==> config.mk <==
export PLATFORM = sky130hd
export DESIGN_NAME = alu_seq
export DESIGN_NICKNAME = d
export VERILOG_FILES = /design/src/rtl/alu_pkg.sv /design/src/rtl/alu_seq.sv
export SDC_FILE = /design/constraint.sdc
export NUM_CORES = 1
export LEC_CHECK = 0
export CAP_MARGIN = 20
export CORE_MARGIN = 2
export CORE_UTILIZATION = 30
export CTS_CLUSTER_DIAMETER = 150
export DETAILED_ROUTE_END_ITERATION = 10
export GPL_TIMING_DRIVEN = 0
export REMOVE_ABC_BUFFERS = 1
export SLEW_MARGIN = 40
export SYNTH_ARGS = -nofsm -noshare
export SYNTH_HDL_FRONTEND = slang
export SYNTH_SLANG_ARGS = --single-unit
export TNS_END_PERCENT = 30
==> constraint.sdc <==
create_clock -name clk -period 1.6 [get_ports clk]
set_clock_uncertainty 0.05 [all_clocks]
set_input_delay 0.16 -clock clk [delete_from_list [all_inputs] [get_ports clk]]
set_output_delay 0.16 -clock clk [all_outputs]
set_load 0.05 [all_outputs]
==> src/rtl/alu_pkg.sv <==
// Shared types and flag layout for the sequenced-ALU controller.
package alu_pkg;

  typedef enum logic [1:0] {
    IDLE = 2'd0,
    EXEC = 2'd1,
    DONE = 2'd2
  } state_e;

  localparam int unsigned FLAG_W   = 4;
  localparam int unsigned FLAG_C   = 0;
  localparam int unsigned FLAG_Z   = 1;
  localparam int unsigned FLAG_OF  = 2;
  localparam int unsigned FLAG_SOF = 3;

endpackage

==> src/rtl/alu_seq.sv <==
// Accumulator sequencer driving an external combinational ALU through a registered interface.
// Optional sticky overflow flag enabled by defining ALU_SEQ_STICKY_OF_EN.
module alu_seq
  import alu_pkg::*;
#(
  parameter int unsigned WIDTH = 4
) (
  input  logic              clk,
  input  logic              rst,
  input  logic              cmd_valid,
  output logic              cmd_ready,
  input  logic [2:0]        cmd_op,
  input  logic [WIDTH-1:0]  cmd_data,
  input  logic              cmd_load,
  input  logic              cmd_use_carry,
  output logic              res_valid,
  input  logic              res_ready,
  output logic [WIDTH-1:0]  res_data,
  output logic [FLAG_W-1:0] res_flags,
  output logic [2:0]        alu_op,
  output logic              alu_in_c,
  output logic [WIDTH-1:0]  alu_in_x,
  output logic [WIDTH-1:0]  alu_in_y,
  input  logic [WIDTH-1:0]  alu_out_s,
  input  logic              alu_out_c,
  input  logic              alu_zero,
  input  logic              alu_overflow
);

  state_e state_q, state_d;

  logic [WIDTH-1:0] acc_q, acc_d;
  logic             c_q, c_d;
  logic             z_q, z_d;
  logic             of_q, of_d;
  logic [2:0]       op_q, op_d;
  logic             in_c_q, in_c_d;
  logic [WIDTH-1:0] in_x_q, in_x_d;
  logic [WIDTH-1:0] in_y_q, in_y_d;
  logic             sof;

  logic cmd_fire;
  logic res_fire;

  assign cmd_fire = cmd_valid && cmd_ready;
  assign res_fire = res_valid && res_ready;

  always_ff @(posedge clk) begin
    if (rst) begin
      state_q <= IDLE;
    end else begin
      state_q <= state_d;
    end
  end

  always_comb begin
    state_d = state_q;
    unique case (state_q)
      IDLE: begin
        if (cmd_fire) begin
          state_d = cmd_load ? DONE : EXEC;
        end
      end
      EXEC:    state_d = DONE;
      DONE: begin
        if (res_fire) begin
          state_d = IDLE;
        end
      end
      default: state_d = IDLE;
    endcase
  end

  // Gating on rst keeps the handshakes quiet during the reset cycle itself.
  always_comb begin
    cmd_ready = 1'b0;
    res_valid = 1'b0;
    unique case (state_q)
      IDLE:    cmd_ready = !rst;
      DONE:    res_valid = !rst;
      default: ;
    endcase
  end

  always_comb begin
    acc_d  = acc_q;
    c_d    = c_q;
    z_d    = z_q;
    of_d   = of_q;
    op_d   = op_q;
    in_c_d = in_c_q;
    in_x_d = in_x_q;
    in_y_d = in_y_q;
    if (state_q == IDLE && cmd_fire) begin
      if (cmd_load) begin
        acc_d = cmd_data;
      end else begin
        op_d   = cmd_op;
        in_x_d = acc_q;
        in_y_d = cmd_data;
        in_c_d = cmd_use_carry ? c_q : 1'b0;
      end
    end else if (state_q == EXEC) begin
      acc_d = alu_out_s;
      c_d   = alu_out_c;
      z_d   = alu_zero;
      of_d  = alu_overflow;
    end
  end

  always_ff @(posedge clk) begin
    if (rst) begin
      acc_q  <= '0;
      c_q    <= 1'b0;
      z_q    <= 1'b0;
      of_q   <= 1'b0;
      op_q   <= '0;
      in_c_q <= 1'b0;
      in_x_q <= '0;
      in_y_q <= '0;
    end else begin
      acc_q  <= acc_d;
      c_q    <= c_d;
      z_q    <= z_d;
      of_q   <= of_d;
      op_q   <= op_d;
      in_c_q <= in_c_d;
      in_x_q <= in_x_d;
      in_y_q <= in_y_d;
    end
  end

`ifdef ALU_SEQ_STICKY_OF_EN
  logic sof_q, sof_d;

  always_comb begin
    sof_d = sof_q;
    if (state_q == IDLE && cmd_fire && cmd_load) begin
      sof_d = 1'b0;
    end else if (state_q == EXEC && alu_overflow) begin
      sof_d = 1'b1;
    end
  end

  always_ff @(posedge clk) begin
    if (rst) begin
      sof_q <= 1'b0;
    end else begin
      sof_q <= sof_d;
    end
  end

  assign sof = sof_q;
`else
  assign sof = 1'b0;
`endif

  always_comb begin
    res_flags           = '0;
    res_flags[FLAG_C]   = c_q;
    res_flags[FLAG_Z]   = z_q;
    res_flags[FLAG_OF]  = of_q;
    res_flags[FLAG_SOF] = sof;
  end

  assign res_data = acc_q;
  assign alu_op   = op_q;
  assign alu_in_c = in_c_q;
  assign alu_in_x = in_x_q;
  assign alu_in_y = in_y_q;

endmodule

==> impl_metrics.tcl <==
set metrics [dict create \
    status "finished clean" \
    worst_skew_pair.late_latency_ns 0.30 \
    whs_endpoint "state_q[1]" \
    synth_area_sq_um 911 \
    rsz0062_at_grt "no" \
    cap_viol_max_count 0 \
    timing.critical_path.from_type "register" \
    path_max_fanout 7 \
    placeableCoreArea_sq_um 2830 \
    clkSlewWorstSetupHoldPaths_ns 0.12 \
    post_synth.cell_area_avg_sq_um 8.59 \
    initial_drt_markers 17 \
    cellPowerDensity_nw_per_um2 824 \
    synth.ff_latch_count 21 \
    antenna_cells 0 \
    grt_start_max_net_pins 26 \
    via_count 883 \
    die_height_um 59.1 \
    max-slew-margin-rel 0.573 \
    h_tree_depth 1 \
    final-max-slew-violation-count 0 \
    tritoncts "yes" \
    worstReg2RegEnd "alu_in_x[3]" \
    post_route_cells_drive_above_1_share 0.108 \
    flow.area_growth_from_synthesis_pct 42.0 \
    finalSetupViolations 0 \
    fp.dieArea_sq_um 3490 \
    grt_peak_use_layer "met2" \
    critical_path.reg2reg.startpoint "state_q[0]" \
    yosys_warnings 0 \
    path_cells "or2b_1 > nor2_1 > clkbuf_4" \
    critical_path.slowest_cell "sky130_fd_sc_hd__dfxtp_2" \
    grt_antenna_before_repair 0 \
    route.antenna.remaining_nets 0 \
    tritoncts.num_buffers 3 \
    grt_use_met1 0.183 \
    finalCritPeriodShare 0.950 \
    crit_start "state_q[1]" \
    place_congestion 0.684 \
    finalWorstPathRequiredPeriod_ns 1.52 \
    min-delay-path-class "in2reg" \
    peakVddDrop_mv 0.410 \
    hold_start "rst" \
    row_count 19 \
    floorplan.io_pins 42 \
    die_width_um 59.1 \
    grt_pass1_wl_um 3560 \
    hold-worst-slack_ns 0.231 \
    hold_viol_final 0 \
    ff2ff_setup_slack_ns 0.08 \
    synth_sequential_area_ratio 0.462 \
    final_power_mw 1.07 \
    power.static_leakage_nw 0.544 \
    cts_num_sinks 21 \
    gr-total-overflow 0 \
    post_synth_inst_count 106 \
    worst_stage_delay_on_the_critical_path_ns 0.43 \
    max_freq_mhz 658 \
    port_buffers 40 \
    clockRootBuffer "sky130_fd_sc_hd__clkbuf_4" \
    drc_errors 0 \
    logic_depth_of_the_worst_register_to_register_path 3 \
    globalRouteMet3Util 0.0262 \
    arrival_time_reported_for_the_critical_path_endpoint_ns 1.31 \
    timing.hold.worst_path_depth 2 \
    firstDrtPassIters 4 \
    routed_wl_um 2260 \
    detail_route.wl_per_cell_um 13.3 \
    vias_in_the_first_global_route 808 \
    synth.lib_cells_used.distinct 25 \
    grt_util_met2 0.205 \
    detail_route.vias_per_cell 5.19 \
    nets_finish 160 \
    max_slew.worst_pin.slew_ns 0.641 \
    track_usage 0.134 \
    crit_path_required_time_ns 1.39 \
    clk_path_buf_depth 2 \
    initial_utilization 0.322 \
    critical_path_class "reg2out" \
    dpl.hpwl_um 1550 \
    crit_path_end_kind "output pin" \
]
-- cell usage after synthesis --
cell | n | area, sq um
sky130_fd_sc_hd__o21ai_0 | 3 | 15.0
sky130_fd_sc_hd__o21ai_1 | 8 | 40.0
sky130_fd_sc_hd__or2b_1 | 1 | 7.51
sky130_fd_sc_hd__or4b_1 | 1 | 10.0
sky130_fd_sc_hd__nand4_1 | 1 | 6.26
sky130_fd_sc_hd__clkbuf_1 | 5 | 18.8
sky130_fd_sc_hd__o21ai_2 | 1 | 8.76
sky130_fd_sc_hd__nor2_1 | 6 | 22.5
sky130_fd_sc_hd__o22a_1 | 1 | 8.76
sky130_fd_sc_hd__dfxtp_1 | 21 | 420
sky130_fd_sc_hd__mux2i_1 | 3 | 30.0
sky130_fd_sc_hd__nor2b_1 | 1 | 6.26
sky130_fd_sc_hd__buf_6 | 1 | 11.3
sky130_fd_sc_hd__conb_1 | 1 | 3.75
sky130_fd_sc_hd__or2_1 | 1 | 6.26
sky130_fd_sc_hd__buf_2 | 3 | 15.0
sky130_fd_sc_hd__buf_4 | 4 | 30.0
sky130_fd_sc_hd__nor4b_4 | 1 | 23.8
sky130_fd_sc_hd__nand2_1 | 8 | 30.0
sky130_fd_sc_hd__and4bb_2 | 1 | 12.5
sky130_fd_sc_hd__a21oi_1 | 13 | 65.1
sky130_fd_sc_hd__a311oi_1 | 4 | 35.0
sky130_fd_sc_hd__inv_1 | 1 | 3.75
sky130_fd_sc_hd__nor3_1 | 5 | 25.0
sky130_fd_sc_hd__nand3_1 | 11 | 55.1
-- sequential cells by signal, indices dropped and copies added, names as in the netlist --
signal	cells
alu_op	3
alu_in_x	4
state_q	2
alu_in_c	1
c_q	1
of_q	1
z_q	1
alu_in_y	4
res_data	4
-- worst max path at each step --
stage / cells after the start / slack, ns / endpoint
floorplan: 1 / -0.07 / cmd_ready
global placement: 4 / -0.99 / alu_in_y[3]
detailed placement: 4 / -0.44 / res_data[1]
CTS: 3 / 0.03 / res_valid
global route: 2 / 0.01 / cmd_ready
finish: 3 / 0.08 / res_valid
-- layout make-up --
class                      count  area (sq um)
fill                         302          1540
tap                           31          38.8
multi-input combinational     71           418
sequential                    21           422
timing repair buffer          42           384
clock buffer                   3          22.5
clock inverter                 1          5.00
inverter                       1          3.75
-- placed cells by master, fill, tap and decap left out, drive strengths merged, types with 3 or more instances in the layout --
cell and instances:
a21oi 13, a311oi 4, buf 3, clkbuf 4, clkdlybuf4s50 17, dfxtp 21
dlygate4sd2 20, mux2i 3, nand2 8, nand3 11, nor2 6, nor3 5
o21ai 12
-- critical path, delay by kind of cell (launching register included) --
| kind | cells | cell delay [ns] |
|---|---|---|
| flip-flops | 1 | 0.43 |
| AND/OR/NAND/NOR | 2 | 0.34 |
| buffers and inverters | 1 | 0.24 |
-- kinds of logic after synthesis --
logic type / after synthesis / share of synthesized area
AO/OA/AOI/OAI: 30 / 0.190
buffers and inverters: 14 / 0.0865
AND/OR/NAND/NOR: 37 / 0.225
other: 1 / 0.00412
flip-flops: 21 / 0.462
multiplexers: 3 / 0.0330
-- power breakdown --
part | internal (mW) | switching (mW) | leakage, nW
logic | 0.0963 | 0.157 | 0.356
registers | 0.544 | 0.0169 | 0.171
clock network | 0.0933 | 0.158 | 0.0177
-- timing repair --
item,CTS,global route
hold buffers,0,0
endpoints found under the setup margin,39,2
gates cloned,0,0
buffers inserted,2,0
gates resized for setup,32,2
pin swaps,1,0
-- metrics by stage --
step	setup WS [ns]	util	TNS (ns)	cells	cell area (sq um)
after floorplan	-0.0700	-	-0.0700	93	836
after global placement	-0.992	0.451	-17.45	164	1270
after detailed placement	-0.436	0.449	-6.59	164	1270
after CTS	0.0339	0.456	0	170	1290
after global routing	0.0117	0.457	0	170	1290
final	0.0801	0.457	0	170	1290
-- routing by layer --
metal / wire length (um) / share of wire / up-vias
li1: - / - / 436
met1: 1030 / 0.45 / 405
met2: 1020 / 0.45 / 40
met3: 197 / 0.087 / 2
met4: 14 / 0.0062 / 0
met5: 0 / 0 / -
No activity file was read; power rests on OpenSTA's default activity.
